$ cat src/rtl/im_loader.sv
// Boot loader: receives a big-endian word count and program bytes, writes instruction memory.
// Optional macro IM_LOADER_CHECKSUM_EN adds a trailing XOR checksum byte and drives err.
module im_loader #(
    parameter logic [15:0] BASE_ADDR = 16'h0000
) (
    input  logic        clk,
    input  logic        rst_f,
    input  logic        start,
    input  logic [7:0]  rx_data,
    input  logic        rx_valid,
    output logic        rx_ready,
    output logic        im_we,
    output logic [15:0] im_addr,
    output logic [31:0] im_wdata,
    output logic        core_hold,
    output logic        done,
    output logic        err
);

    typedef enum logic [2:0] {
        IDLE,
        CNT_HI,
        CNT_LO,
        DATA,
        WRITE,
`ifdef IM_LOADER_CHECKSUM_EN
        CHK,
`endif
        DONE
    } state_t;

    state_t      state;
    logic [7:0]  cnt_hi;
    logic [15:0] words_left;
    logic [15:0] word_idx;
    logic [23:0] word_buf;
    logic [1:0]  byte_cnt;
    logic        accept;

`ifdef IM_LOADER_CHECKSUM_EN
    logic [7:0]  csum;
    logic        err_q;
    assign err = err_q;
`else
    assign err = 1'b0;
`endif

    assign accept = rx_valid && rx_ready;

    always_ff @(posedge clk) begin
        if (rst_f) begin
            state      <= IDLE;
            rx_ready   <= 1'b0;
            im_we      <= 1'b0;
            im_addr    <= 16'h0000;
            im_wdata   <= 32'h0;
            core_hold  <= 1'b0;
            done       <= 1'b0;
            cnt_hi     <= 8'h00;
            words_left <= 16'h0000;
            word_idx   <= 16'h0000;
            word_buf   <= 24'h0;
            byte_cnt   <= 2'd0;
`ifdef IM_LOADER_CHECKSUM_EN
            csum       <= 8'h00;
            err_q      <= 1'b0;
`endif
        end else begin
            im_we <= 1'b0;
            case (state)
                IDLE, DONE: begin
                    if (start) begin
                        state     <= CNT_HI;
                        rx_ready  <= 1'b1;
                        core_hold <= 1'b1;
                        done      <= 1'b0;
                        byte_cnt  <= 2'd0;
`ifdef IM_LOADER_CHECKSUM_EN
                        csum      <= 8'h00;
                        err_q     <= 1'b0;
`endif
                    end
                end
                CNT_HI: begin
                    if (accept) begin
                        cnt_hi <= rx_data;
                        state  <= CNT_LO;
`ifdef IM_LOADER_CHECKSUM_EN
                        csum   <= csum ^ rx_data;
`endif
                    end
                end
                CNT_LO: begin
                    if (accept) begin
                        words_left <= {cnt_hi, rx_data};
                        word_idx   <= 16'h0000;
                        byte_cnt   <= 2'd0;
`ifdef IM_LOADER_CHECKSUM_EN
                        csum       <= csum ^ rx_data;
`endif
                        if ({cnt_hi, rx_data} == 16'h0000) begin
`ifdef IM_LOADER_CHECKSUM_EN
                            state     <= CHK;
`else
                            state     <= DONE;
                            rx_ready  <= 1'b0;
                            core_hold <= 1'b0;
                            done      <= 1'b1;
`endif
                        end else begin
                            state <= DATA;
                        end
                    end
                end
                DATA: begin
                    if (accept) begin
`ifdef IM_LOADER_CHECKSUM_EN
                        csum <= csum ^ rx_data;
`endif
                        // The fourth byte completes the word; it is issued straight from the input.
                        if (byte_cnt == 2'd3) begin
                            state    <= WRITE;
                            rx_ready <= 1'b0;
                            im_we    <= 1'b1;
                            im_wdata <= {word_buf, rx_data};
                            im_addr  <= BASE_ADDR + word_idx;
                            byte_cnt <= 2'd0;
                        end else begin
                            word_buf <= {word_buf[15:0], rx_data};
                            byte_cnt <= byte_cnt + 2'd1;
                        end
                    end
                end
                WRITE: begin
                    word_idx   <= word_idx + 16'd1;
                    words_left <= words_left - 16'd1;
                    if (words_left == 16'd1) begin
`ifdef IM_LOADER_CHECKSUM_EN
                        state     <= CHK;
                        rx_ready  <= 1'b1;
`else
                        state     <= DONE;
                        core_hold <= 1'b0;
                        done      <= 1'b1;
`endif
                    end else begin
                        state    <= DATA;
                        rx_ready <= 1'b1;
                    end
                end
`ifdef IM_LOADER_CHECKSUM_EN
                CHK: begin
                    if (accept) begin
                        err_q     <= (rx_data != csum);
                        state     <= DONE;
                        rx_ready  <= 1'b0;
                        core_hold <= 1'b0;
                        done      <= 1'b1;
                    end
                end
`endif
                default: begin
                    state    <= IDLE;
                    rx_ready <= 1'b0;
                end
            endcase
        end
    end

endmodule

$ cat config.mk
export PLATFORM = sky130hd
export DESIGN_NAME = im_loader
export DESIGN_NICKNAME = d
export VERILOG_FILES = /design/src/rtl/im_loader.sv
export SDC_FILE = /design/constraint.sdc
export NUM_CORES = 1
export LEC_CHECK = 0
export CAP_MARGIN = 20
export CELL_PAD_IN_SITES_DETAIL_PLACEMENT = 1
export CELL_PAD_IN_SITES_GLOBAL_PLACEMENT = 1
export CORE_ASPECT_RATIO = 1.2
export CORE_UTILIZATION = 41
export DETAILED_ROUTE_END_ITERATION = 16
export PLACE_DENSITY_LB_ADDON = 0.05
export SLEW_MARGIN = 5
export SYNTH_ARGS = -nofsm -noshare
export SYNTH_HDL_FRONTEND = slang
export SYNTH_SLANG_ARGS = --single-unit
export TNS_END_PERCENT = 20
$ cat constraint.sdc
create_clock -name clk -period 2.7 [get_ports clk]
set_input_delay 0.81 -clock clk [delete_from_list [all_inputs] [get_ports clk]]
set_output_delay 0.81 -clock clk [all_outputs]
set_load 0.01 [all_outputs]
=== Yosys cells after proc, flatten, opt, wreduce, memory -nomap -nowiden ===
Cells that the tools add are included.

* Logic and storage cells: 82
* Output and inout bits: 53
* Register bits: 121
* Input port bits: 12

* $add $sub $neg: 3
* Bitwise logic cells: 4
* Reductions and logical operators: 16
* Equal/unequal tests: 15
* Multiplexer cells: 32

{| class="wikitable"
|+ Operator list
! operator !! count
|-
| case mux 16 bit (2 select lines) || 2
|-
| two-way mux 16 bit || 2
|-
| two-way mux 3 bit || 7
|-
| adder 16 x 1 -> 16 bit, second input constant || 1
|-
| equality test 16 x 1 -> 1 bit, second input constant || 1
|-
| logical NOT 16 bit || 1
|-
| inequality test 2 bit, second input constant || 8
|-
| subtractor 16 x 1 -> 16 bit, second input constant || 1
|-
| case mux 3 bit (5 select lines) || 1
|-
| two-way mux 1 bit || 12
|-
| AND reduction 5 bit || 2
|-
| two-way mux 2 bit || 4
|-
| AND reduction 7 bit || 1
|-
| equality test 3 x 2 -> 1 bit, second input constant || 2
|-
| equality test 3 bit, second input constant || 2
|-
| case mux 1 bit (3 select lines) || 2
|-
| case mux 2 bit (3 select lines) || 1
|-
| AND reduction 3 bit || 2
|-
| nonzero test 3 bit || 2
|-
| case mux 1 bit (5 select lines) || 1
|-
| NOT 1 bit || 4
|-
| AND reduction 2 bit || 2
|-
| AND reduction 4 bit || 1
|-
| equality test 3 x 1 -> 1 bit, second input constant || 1
|-
| 7 further kinds || 7
|}

=== Depth between registers and ports, before layout ===
* Depth in word-level cells: 4
* Gate-level depth with buffers: 8
* Gate-level depth less buffers: 6

=== Least setup slack after synthesis ===
No wires, ideal clock.

* Kind: input to register
* Start point: input port rx_data[1]
* End point: register rx_ready
* Data required time: 2579 ps
* Path buffers: 0
* Setup time: 121 ps
* Arrival time: 1950 ps
* Path slack: 630 ps
* Stages on the path: 5
* Cells stage by stage: nor4_1 -> and4_1 -> nor3_1 -> nand3b_1 -> mux2_2

* Cells in the longest elaborated chain, start to end: 3

{| class="wikitable"
|+ RTL lines
! what !! line !! source
|-
| start: declaration || 9 || <nowiki>input logic [7:0] rx_data,</nowiki>
|-
| logical NOT 16 bit || 101 || <nowiki>if ({cnt_hi, rx_data} == 16'h0000) begin</nowiki>
|-
| inequality test 2 bit (no source line) || -- ||
|-
| AND reduction 7 bit (no source line) || -- ||
|-
| end signal: assignment || 106 || <nowiki>rx_ready <= 1'b0;</nowiki>
|-
| end signal: assignment || 123 || <nowiki>rx_ready <= 1'b0;</nowiki>
|-
| end signal: assignment || 148 || <nowiki>rx_ready <= 1'b1;</nowiki>
|-
| end: declaration || 11 || <nowiki>output logic rx_ready,</nowiki>
|}

Every way passes these cells.
A chain may end at the register's enable or synchronous reset.

=== Worst setup path in the final report ===
* Start point: input port rx_data[5]
* End point: register rx_ready

The elaborated chain is that of the path after synthesis.

==> run_results.csv <==
group,metric,value,unit
placement,dp_cells,845,
layout,n_antenna_cell,0,
min_path,holdCritStartpoint,"im_addr[9]$_SDFFE_PP0P_",
synthesis,synth_top_family_by_area,"simple AND/OR/NAND/NOR gates",
global_route,grt_pass1_wl,23.64,mm
global_route,grt_max_degree,87,
clock_tree,root_buffer,"clkbuf_16",
floorplanning,initial_utilization,41.99,%
sta,relSlewSlack,42.95,%
critical_path,r2r_cells,4,
clock_tree,cts_tree,"done",
floorplanning,die_area,12800,sq um
synthesis,syn_nets,661,
sta,postLayoutSetupSlackWorst,0.3525,ns
routing,wire_per_inst,16.59,microns
global_route,grt_pass1_vias,4765,
global_route,overflow,0,
layout,final_cell_mix,"171 x nand2_1, 121 x dfxtp_1, 119 x a21oi_1, 62 x clkdlybuf4s50_1, 26 x nor2_1",
synthesis,avgSynthCellArea,7.849,sq um
critical_path,r2r_end,"words_left[14]$_SDFFE_PP0P_",
synthesis,synth_edf_count,0,
clock_tree,insertion_delay,0.41,ns
sta,fin_setup_tns,0,ns
critical_path,cp_cell_sequence,"clkdlybuf4s50_1 > nor4_1 > buf_4 > and4_1 > nor3_1 > nand3b_1 > mux2_2",
global_route,grt_util_all_layers,24.12,%
layout,finalNonFillerCells,877,
layout,final_common_cell,"nand2_1",
critical_path,endpoint_kind,"register",
critical_path,arrival,2.65,ns
synthesis,postSynthCellCount,645,
synthesis,synth_compound_area_share,20.24,%
critical_path,timing.rr.start,"state[2]$_SDFFE_PP0P_",
synthesis,ys_types,54,
layout,nNetsFinal,719,
sta,fin_crit,2.348,ns
power_and_ir_drop,power.total,4.492,mW
routing,drc,0,
floorplanning,die_y,123.7,microns
run,maxCapViolations,0,
placement,place_ws,-0.07111,ns
critical_path,crit_required,3.01,ns
placement,gp_congestion,0.7992,
critical_path,critPathLaunchType,"input port",
min_path,min_path_cells,2,
synthesis,yosysWarnings,0,
layout,fillers,1439,
synthesis,ys_dominant_reg_cell,"dfxtp_1",
synthesis,ys_ff_latch,121,
placement,dp_hpwl,9.616,mm
floorplanning,fp-row-count,44,
synthesis,muxShareOfSynthArea,1.261,%
sta,finalCritPeriodShare,86.95,%
clock_tree,clock-sinks,121,
synthesis,yosysSeqAreaShare,47.85,%
sta,max_freq,426.0,MHz
layout,fin_util,54.56,%
synthesis,synth_xor_area_share,0,%
clock_tree,numCtsBuffers,17,
clock_tree,clock_path_buffers,2,
power_and_ir_drop,irDropWorstVdd,0.3546,mV
routing,dr.pass1.iters,4,
routing,drt_wl_total,14.55,mm
routing,dr_total_vias,4795,
placement,port_buffers,63,
routing,drt_iter0_markers,214,
critical_path,slowest_stage,"clkdlybuf4s50_1",
synthesis,synthAdderAreaFrac,0.9886,%
critical_path,r2r_slack,0.47,ns
floorplanning,chipWidth,103.4,microns
power_and_ir_drop,leakagePower,2.247,nW
synthesis,postSynth.asyncResetShare,0,%
clock_tree,cts_setup_buffers,0,
global_route,antenna_found_initial,0,
sta,slew_viol_final,0,
sta,worst_slew_pin_slew,0.8527,ns
power_and_ir_drop,power.density,682.9,nW/um^2
sta,report.final.setup_viol,0,
sta,rsz0062_at_grt,"false",
clock_tree,clk_pin_slew_worst_paths,0.06,ns
routing,vias_per_cell,5.468,
clock_tree,htree_levels,4,
critical_path,max_stage_delay,0.49,ns
layout,layout-drive-gt1-share,10.06,%
sta,hold_violations,0,
clock_tree,cts.repair.resized,0,
synthesis,synthSimpleGateAreaFrac,25.61,%
critical_path,critPathKind,"input port to register",
min_path,min_path_type,"register to register",
outcome,status,"completed",
sta,fin_skew,0.008451,ns
min_path,worstHoldEndpoint,"im_addr[9]$_SDFFE_PP0P_",
routing,ant_nets,0,
floorplanning,core_area,12060,sq um
critical_path,path_max_fanout,4,
synthesis,synthesis.area,5062,sq um
floorplanning,io_pins,65,
layout,syn2layout_area_growth,29.93,%
clock_tree,holdBufCountCts,0,
per-stage QoR:
step | area, sq um | hold WS (ns)
floorplan | 5062 | 0.4321
CTS | 6578 | 0.4565
global route | 6578 | 0.4705
finish | 6578 | 0.4521
detailed placement | 5937 | 0.4486
global placement | 5937 | 0.4418
where the power goes:
| group | switching, mW | leakage, nW | total, mW | internal (mW) |
|---|---|---|---|---|
| combinational | 0.121 | 0.958 | 0.215 | 0.0942 |
| sequential | 0.0272 | 0.975 | 1.83 | 1.80 |
| clock | 0.884 | 0.314 | 2.45 | 1.57 |
metal layers:
metal | vias to the layer above | GRT usage [%] | part of all wire, %
met2 | 74 | 42.51 | 53
met3 | 13 | 4.489 | 2.8
met1 | 2348 | 29.47 | 44
li1 | 2360 | - | -
met5 | - | 0 | 0
met4 | 0 | 7.394 | 0.87
final cells by class:
class	count	area (sq um)	share of cell area (%)
well taps	161	201.4	3.063
flip-flops and latches	121	2422	36.83
inverters	3	11.26	0.1712
repair buffers	87	845.8	12.86
clock inverters	15	215.2	3.272
multi-input cells	473	2456	37.34
clock buffers	17	425.4	6.468
cell families after synthesis:
kind of cell	count (synthesis)
AND/OR/NAND/NOR	282
AO/OA/AOI/OAI	180
flip-flops	121
buffers and inverters	51
multiplexers	6
adder cells (fa/ha/maj)	4
other	1
flip-flops by register name (all words and copies together) (netlist names), 2 cells and up:
register / count
byte_cnt: 2
cnt_hi: 8
im_addr: 16
im_wdata: 32
state: 3
word_buf: 24
word_idx: 16
words_left: 16
critical path, delay by kind of cell:
kind / cells / cell delay (ns)
mux: 1 / 0.33
simple gates: 4 / 0.89
buf+inv: 2 / 0.63
how the worst max path moves through the flow:
stage	start	slack, ns	cells past startpoint	end
floorplan	rx_data[1]	0.63	5	rx_ready$_SDFFE_PP0P_
global placement	rx_data[3]	-0.05	7	done$_SDFFE_PP0P_
detailed placement	rx_data[5]	-0.07	7	rx_ready$_SDFFE_PP0P_
CTS	rx_data[5]	0.35	7	rx_ready$_SDFFE_PP0P_
global route	rx_valid	0.20	6	word_idx[2]$_SDFFE_PP0P_
finish	rx_data[5]	0.35	7	rx_ready$_SDFFE_PP0P_
cells in the mapped netlist, types with 3 or more instances:
cell	n	area [sq um]
nand2_1	171	641.9
dfxtp_1	121	2422
a21oi_1	119	595.6
clkbuf_1	40	150.1
nor2_1	27	101.4
o21ai_0	24	120.1
nand3_1	14	70.07
nor3_1	13	65.06
nor2b_1	8	50.05
nor4_1	8	50.05
a31oi_1	6	37.54
or3_1	6	37.54
buf_2	5	25.02
nand2b_1	5	31.28
o211ai_1	5	37.54
and3_1	4	25.02
and4_1	4	35.03
ha_1	4	50.05
nand3b_1	4	30.03
nand4b_1	4	35.03
a311oi_1	3	26.28
inv_1	3	11.26
mux2_2	3	33.78
mux2i_1	3	30.03
o21a_1	3	22.52
No activity file was read; power rests on OpenSTA's default activity.
